<file path="config.mk">
export PLATFORM = sky130hd
export DESIGN_NAME = dct_mac_pipe
export DESIGN_NICKNAME = d
export VERILOG_FILES = /design/src/rtl/dct_mac_pkg.sv /design/src/rtl/dct_mac_mult.sv /design/src/rtl/dct_mac_pipe.sv
export SDC_FILE = /design/constraint.sdc
export NUM_CORES = 1
export LEC_CHECK = 0
export ABC_AREA = 1
export BUFFER_PORTS_ARGS = -buffer_cell sky130_fd_sc_hd__buf_2
export CORE_MARGIN = 2
export CORE_UTILIZATION = 60
export CTS_BUF_LIST = sky130_fd_sc_hd__clkbuf_8
export DETAILED_ROUTE_END_ITERATION = 16
export GPL_ROUTABILITY_DRIVEN = 0
export PLACE_DENSITY = 0.79
export SYNTH_ARGS = -nofsm -noshare
export SYNTH_HDL_FRONTEND = slang
export SYNTH_HIERARCHICAL = 1
export SYNTH_SLANG_ARGS = --single-unit
</file>
<file path="constraint.sdc">
create_clock -name clk -period 2.45 [get_ports clk]
set_clock_uncertainty 0.05 [all_clocks]
set_input_delay 0.1225 -clock clk [delete_from_list [all_inputs] [get_ports clk]]
set_output_delay 0.1225 -clock clk [all_outputs]
set_load 0.03 [all_outputs]
</file>
<file path="src/rtl/dct_mac_pkg.sv">
// Shared widths, helpers and stage-1 control bundle for the dct_unit MAC pipeline.
package dct_mac_pkg;

  localparam int unsigned DEF_DWIDTH  = 8;
  localparam int unsigned DEF_CWIDTH  = 16;
  localparam int unsigned DEF_ACC_LEN = 8;

  function automatic int unsigned clog2(input int unsigned value);
    int unsigned r;
    r = 0;
    while ((32'd1 << r) < value) r++;
    return r;
  endfunction

  // Control half of the stage-1 bundle; the product rides alongside at MWIDTH.
  typedef struct packed {
    logic first;
    logic last;
    logic vld;
  } s1_ctl_t;

endpackage

</file>
<file path="src/rtl/dct_mac_mult.sv">
// Registered signed multiplier stage; holds product and flags while stalled.
module dct_mac_mult
  import dct_mac_pkg::*;
#(
  parameter int unsigned DWIDTH = DEF_DWIDTH,
  parameter int unsigned CWIDTH = DEF_CWIDTH,
  localparam int unsigned MWIDTH = DWIDTH + CWIDTH
) (
  input  logic                     clk,
  input  logic                     rst_n,
  input  logic                     stall,
  input  logic                     accept,
  input  logic                     is_first,
  input  logic                     is_last,
  input  logic signed [DWIDTH-1:0] in_data,
  input  logic signed [CWIDTH-1:0] in_coef,
  output logic signed [MWIDTH-1:0] prod,
  output s1_ctl_t                  ctl
);

  logic signed [MWIDTH-1:0] prod_c;

  // Operands are sign-extended to full product width before multiplying.
  assign prod_c = MWIDTH'(in_data) * MWIDTH'(in_coef);

  always_ff @(posedge clk or negedge rst_n) begin
    if (!rst_n) begin
      prod <= '0;
      ctl  <= '0;
    end else if (!stall) begin
      ctl.vld <= accept;
      if (accept) begin
        prod      <= prod_c;
        ctl.first <= is_first;
        ctl.last  <= is_last;
      end
    end
  end

endmodule

</file>
<file path="src/rtl/dct_mac_pipe.sv">
// Pipelined signed MAC: sums ACC_LEN sample*coef products per group, with
// valid/ready handshake on both sides and a mid-group restart detector.
module dct_mac_pipe
  import dct_mac_pkg::*;
#(
  parameter int unsigned DWIDTH  = DEF_DWIDTH,
  parameter int unsigned CWIDTH  = DEF_CWIDTH,
  parameter int unsigned ACC_LEN = DEF_ACC_LEN,
  localparam int unsigned MWIDTH = DWIDTH + CWIDTH,
  localparam int unsigned RWIDTH = MWIDTH + clog2(ACC_LEN)
) (
  input  logic                     clk,
  input  logic                     rst_n,
  input  logic                     ena,
  input  logic                     in_valid,
  output logic                     in_ready,
  input  logic                     in_first,
  input  logic signed [DWIDTH-1:0] in_data,
  input  logic signed [CWIDTH-1:0] in_coef,
  output logic                     out_valid,
  input  logic                     out_ready,
  output logic signed [RWIDTH-1:0] out_data,
  output logic                     err_seq
);

  localparam int unsigned CNT_W = clog2(ACC_LEN);

  logic [CNT_W-1:0]         cnt;
  logic [CNT_W-1:0]         idx_c;
  logic [CNT_W-1:0]         cnt_nxt_c;
  logic                     stall_c;
  logic                     accept_c;
  logic                     first_c;
  logic                     last_c;
  logic                     seq_err_c;
  logic signed [MWIDTH-1:0] s1_prod;
  s1_ctl_t                  s1_ctl;
  logic signed [RWIDTH-1:0] acc;
  logic signed [RWIDTH-1:0] acc_in_c;
  logic signed [RWIDTH-1:0] sum_c;

  assign stall_c  = ~ena | (out_valid & ~out_ready);
  assign in_ready = rst_n & ~stall_c;
  assign accept_c = in_valid & in_ready;

  // in_first restarts the group: this pair becomes index 0 regardless of cnt.
  assign idx_c     = in_first ? '0 : cnt;
  assign first_c   = (idx_c == '0);
  assign last_c    = (idx_c == CNT_W'(ACC_LEN - 1));
  assign cnt_nxt_c = last_c ? '0 : idx_c + CNT_W'(1);
  assign seq_err_c = accept_c & in_first & (cnt != '0);

  always_ff @(posedge clk or negedge rst_n) begin
    if (!rst_n) begin
      cnt     <= '0;
      err_seq <= 1'b0;
    end else begin
      if (accept_c) cnt <= cnt_nxt_c;
      if (ena) err_seq <= seq_err_c;
    end
  end

  dct_mac_mult #(
    .DWIDTH (DWIDTH),
    .CWIDTH (CWIDTH)
  ) u_mult (
    .clk      (clk),
    .rst_n    (rst_n),
    .stall    (stall_c),
    .accept   (accept_c),
    .is_first (first_c),
    .is_last  (last_c),
    .in_data  (in_data),
    .in_coef  (in_coef),
    .prod     (s1_prod),
    .ctl      (s1_ctl)
  );

  assign acc_in_c = s1_ctl.first ? '0 : acc;
  assign sum_c    = acc_in_c + RWIDTH'(s1_prod);

  // Completion reloads the output in the same cycle the previous result is taken.
  always_ff @(posedge clk or negedge rst_n) begin
    if (!rst_n) begin
      acc       <= '0;
      out_data  <= '0;
      out_valid <= 1'b0;
    end else if (!stall_c) begin
      if (s1_ctl.vld && s1_ctl.last) begin
        out_data  <= sum_c;
        out_valid <= 1'b1;
      end else begin
        out_valid <= 1'b0;
        if (s1_ctl.vld) acc <= sum_c;
      end
    end
  end

endmodule

</file>
Word-level counts from Yosys, hierarchy flattened
Cells that the tools add are included.
W data, S select, Z words.
{"block": "classes", "n_addsub": 2, "mul": 1, "n_eq_ne": 1, "muxes": 4, "bitwise_logic": 10, "n_reduce_logical": 6}
{"op": "$add A27 B24 Y27", "count": 1}
{"op": "$mux W27", "count": 1}
{"op": "$mul A8 B16 Y24", "count": 1}
{"op": "$mux W3", "count": 2}
{"op": "$and A1 B1 Y1", "count": 5}
{"op": "$not A1 Y1", "count": 4}
{"op": "$reduce_and A2 Y1", "count": 2}
{"op": "$add A3 B1 Y3 const B", "count": 1}
{"op": "$eq A3 B3 Y1 const B", "count": 1}
{"op": "$logic_not A3 Y1", "count": 1}
{"op": "$reduce_and A3 Y1", "count": 1}
{"op": "$reduce_bool A3 Y1", "count": 1}
{"op": "$logic_and A1 B1 Y1", "count": 1}
{"op": "$mux W1", "count": 1}
{"op": "$or A1 B1 Y1", "count": 1}
{"block": "word_totals", "regBits": 86, "in_bits": 30, "out_inout_bits": 30, "wordCells": 33}

Depth between registers and ports, before layout
{"block": "logic_depth", "ltp_word": 8, "ltp_mapped": 25, "depth_no_buf": 23}

Hierarchy
Netlist, hierarchy kept.
{"mod": "dct_mac_mult", "instances": 1, "cells_per_inst": 869, "area_each_um2": 6195.9, "seq_area_each_um2": 675.6}
{"mod": "dct_mac_pipe", "instances": 1, "cells_per_inst": 716, "area_each_um2": 4541.9, "seq_area_each_um2": 1476.4}

Least setup slack after synthesis
No wires, ideal clock.
{"block": "synth_path", "path_kind": "input -> register", "startpoint": "input port in_data[2]", "endpoint": "register u_mult.prod[23]", "setup_time_ns": 0.117, "arrival_ns": 4.162, "t_required_ns": 2.283, "setup_slack_ns": -1.880, "stages": 20, "n_path_buf": 2, "path_cell_list": "clkbuf_1 clkbuf_1 nand2_1 fa_1 inv_1 fa_1 fa_1 inv_1 fa_1 inv_1 ha_1 nand2_2 nor3_4 nand2_2 nor2_2 nand2_1 nand3_1 nand2_1 nand3_1 nand2_1"}
{"block": "synth_via", "elab_chain_cells": 1}
{"element": "start, declared", "line_no": "dct_mac_pipe.sv:18", "source": "input logic signed [DWIDTH-1:0] in_data,"}
{"element": "$mul A8 B16 Y24", "line_no": "dct_mac_mult.sv:24", "source": "assign prod_c = MWIDTH'(in_data) * MWIDTH'(in_coef);"}
{"element": "end signal, assigned", "line_no": "dct_mac_mult.sv:33", "source": "prod <= prod_c;"}
{"element": "end, declared", "line_no": "dct_mac_mult.sv:17", "source": "output logic signed [MWIDTH-1:0] prod,"}
Every way passes these cells.
A chain may end at the register's enable or synchronous reset.

Worst setup path after layout
{"block": "layout_path", "startpoint": "input port in_data[7]", "endpoint": "register u_mult.prod[23]"}
The elaborated chain is that of the path after synthesis.

==> reports/qor.yml <==
start_util_pct: 61.65
path_class: "input pin to register"
async_reset_ff_share_pct: 100.0
tightest_slew_ps: 785.4
cap_violations: 0
startpoint_type: "input pin"
synth_area_leaders: "dfrtp_1 20%, fa_1 19%, nand2_1 19%, inv_1 14%, ha_1 8.6%"
place_area_um2: 12100
hold_start: "in_first"
clk_pin_slew_ps: 90
clk_latency_ps: 360
violations: "negative setup slack"
first_iter_violations: 768
ys_ff_latch: 86
final_hold_viol_count: 0
syn_area_per_cell_um2: 6.775
syn-num-nets: 1793
portBuffers: 59
synthCells: 1585
synth_top_flop_cell: "dfrtp_1"
fin_crit_ps: 3670
cp_cell_sequence: "buf_6 > clkinvlp_4 > buf_12 > buf_6 > nor2_4 > fa_1 > fa_1 > fa_1 > inv_1 > fa_1 > inv_2 > ha_4 > nand2_4 > nor2_2 > nand2_2 > nor2_2 > nand2_1 > nand3_1 > nand2_1 > nand3_1 > nand2_1"
die_x_um: 137.8
synth_top_area_share_pct: 20.04
synth.cell_area_um2: 10740
placed_cells: 1896
layout.nets: 1904
io_pins: 60
hpwl_um: 20650
final_cells: 1926
vias_per_cell: 5.081
finalInstanceArea_um2: 12830
die_area_um2: 18980
hold_class: "input pin to register"
cts.path.max_buffers: 2
ant_nets: 0
r2r-start: "u_mult/ctl[2]"
cts_root_buffer: "clkbuf_8"
relSlewSlack_pct: 47.58
setup_viol: 19
die_h_um: 137.8
final.setup.worst_slack_ps: -1220
end_kind: "register"
fillCellCount: 1367
syn_to_final_growth_pct: 19.48
regArea_um2: 2152
drc: 0
synth_cell_types: 41
peakVddDrop_uv: 823.2
status: "finished, violations left"
fmax_mhz: 272.5
yosysTopAreaCell: "dfrtp_1"
cp-startpoint: "in_data[7]"
grt_pass1_wl_um: 44210
slew_violations: 0
rows: 48
synth-seq-area-share_pct: 20.04
max_stage_delay_ps: 520
cts.sinks: 86
overflow: 0
tritoncts: "built"
worst-path-max-fanout: 8
synth-edff-count: 0
final_util_pct: 73.66
wl_per_cell_um: 13.68
grt_use_total_pct: 29.28
ctsHtreeMaxLevel: 3
drt_pre_antenna_iters: 6
rsz0062_at_grt: "true"
diodes: 0
path_common_cell: "fa_1"
multi_input_comb_area_um2: 7493
vias: 9786
routed_wl_um: 26350
grt_max_degree: 46
ys_warn_count: 6
total_leakage_power_nw: 7.712
p_per_area_nw_per_um2: 1166
cp_slowest_cell: "fa_1"
core-area_um2: 17420
cp_data_arrival_time_ps: 3880
final.period_utilization_pct: 149.8
cp_data_required_time_ps: 2660
grt_pass1_vias: 9752
cts_buffers: 9
antenna_found_initial: 0
drive_above_1_share_pct: 20.81
synth_stat cells, types with 7 or more instances:
library cell,n
ha_1,74
nor2_1,87
a21oi_1,25
inv_1,401
o21ai_1,9
clkbuf_1,37
nand3_2,11
xnor2_1,12
nor2_2,10
nand2_1,536
nand2_2,16
o21ai_0,30
buf_2,7
nand4_1,9
fa_1,104
dfrtp_1,86
nand3b_1,9
nand3_1,76
metal layers:
layer  GRT usage, %  vias to the layer above  share of wire, %
li1               -                     4837                 -
met1          39.43                     4599                43
met2          50.17                      299                48
met3          4.893                       51               6.7
met4          5.839                        0               1.8
met5              0                        -                 0
layout make-up:
type	instances	share of cell area, %
multi-input cells	1044	58.41
flip-flops and latches	86	16.77
inverters	407	11.98
repair buffers	148	8.992
well taps	225	2.194
clock buffers	9	0.9655
clock inverters	7	0.6924
worst paths after layout:
| kind | end | slack, ps | depth (start not counted) |
|---|---|---|---|
| worst max-delay path | u_mult/prod[23] | -1220 | 21 |
| worst min-delay path | err_seq | 30 | 3 |
| worst max register to register | out_data[14] | 30 | 14 |
| worst min register to register | out_data[25] | 430 | 2 |
| max in group asynchronous | acc[20] | 1020 | 4 |
| min in group asynchronous | out_data[6] | 390 | 3 |
cells in the final DEF (no fill, tap or decap), drive strengths merged:
cell type	n
nand2	552
inv	407
buf	146
fa	104
nor2	99
nand3	88
dfrtp	86
ha	74
o21ai	40
a21oi	27
xnor2	12
nand4	10
nand3b	9
clkbuf	9
or2	8
xor2	5
o21bai	5
nor3	4
and2	3
clkinv	3
clkinvlp	2
bufinv	2
dlygate4sd3	2
a31oi	1
nor2b	1
o32ai	1
a21o	1
worst max-delay path: cells and delay by family:
kind / cells / cell delay [ps]
fa+ha+maj: 5 / 2290
simple gates: 10 / 890
buf+inv: 6 / 560
what timing repair did:
item / in CTS / in global routing
gates cloned: 2 / 0
hold endpoints to repair: 45 / 0
setup endpoints to repair: 19 / 47
buffers inserted: 7 / 6
resized for setup: 53 / 69
hold buffers: 2 / 0
pin swaps: 44 / 56
where the power goes:
part           leakage, nW  internal [mW]  switching [mW]
clock                0.112          0.569           0.515
sequential            1.13           1.81           0.260
combinational         6.47           5.03            6.77
kinds of logic (layout without fill, tap and decap cells):
logic type               after synthesis  count (layout)  synth area share (%)
adder cells (fa/ha/maj)              178             178                 28.01
AND/OR/NAND/NOR                      774             774                 30.68
buffers and inverters                455             571                 16.09
flip-flops                            86              86                 20.04
XOR/XNOR                              17              17                 1.387
AO/OA/AOI/OAI                         75              75                 3.787
stage by stage:
stage                     hold WS (ps)  setup TNS, ps  setup WS, ps  power [mW]
final                            25.70         -19520         -1220       14.96
after global routing             30.39         -23910         -1335       16.37
after CTS                        23.56         -19670         -1185       14.14
after detailed placement         246.6         -28440         -1661       12.72
after global placement           249.8         -27040         -1556       12.41
after floorplan                 -223.1         -21080         -1332       10.04
flip-flops by register name, summed over array words and instances (netlist names):
register     flops
out_valid        1
u_mult/prod     24
out_data        27
acc             27
u_mult/ctl       3
cnt              3
err_seq          1
Power figures use the tool's default switching activity.
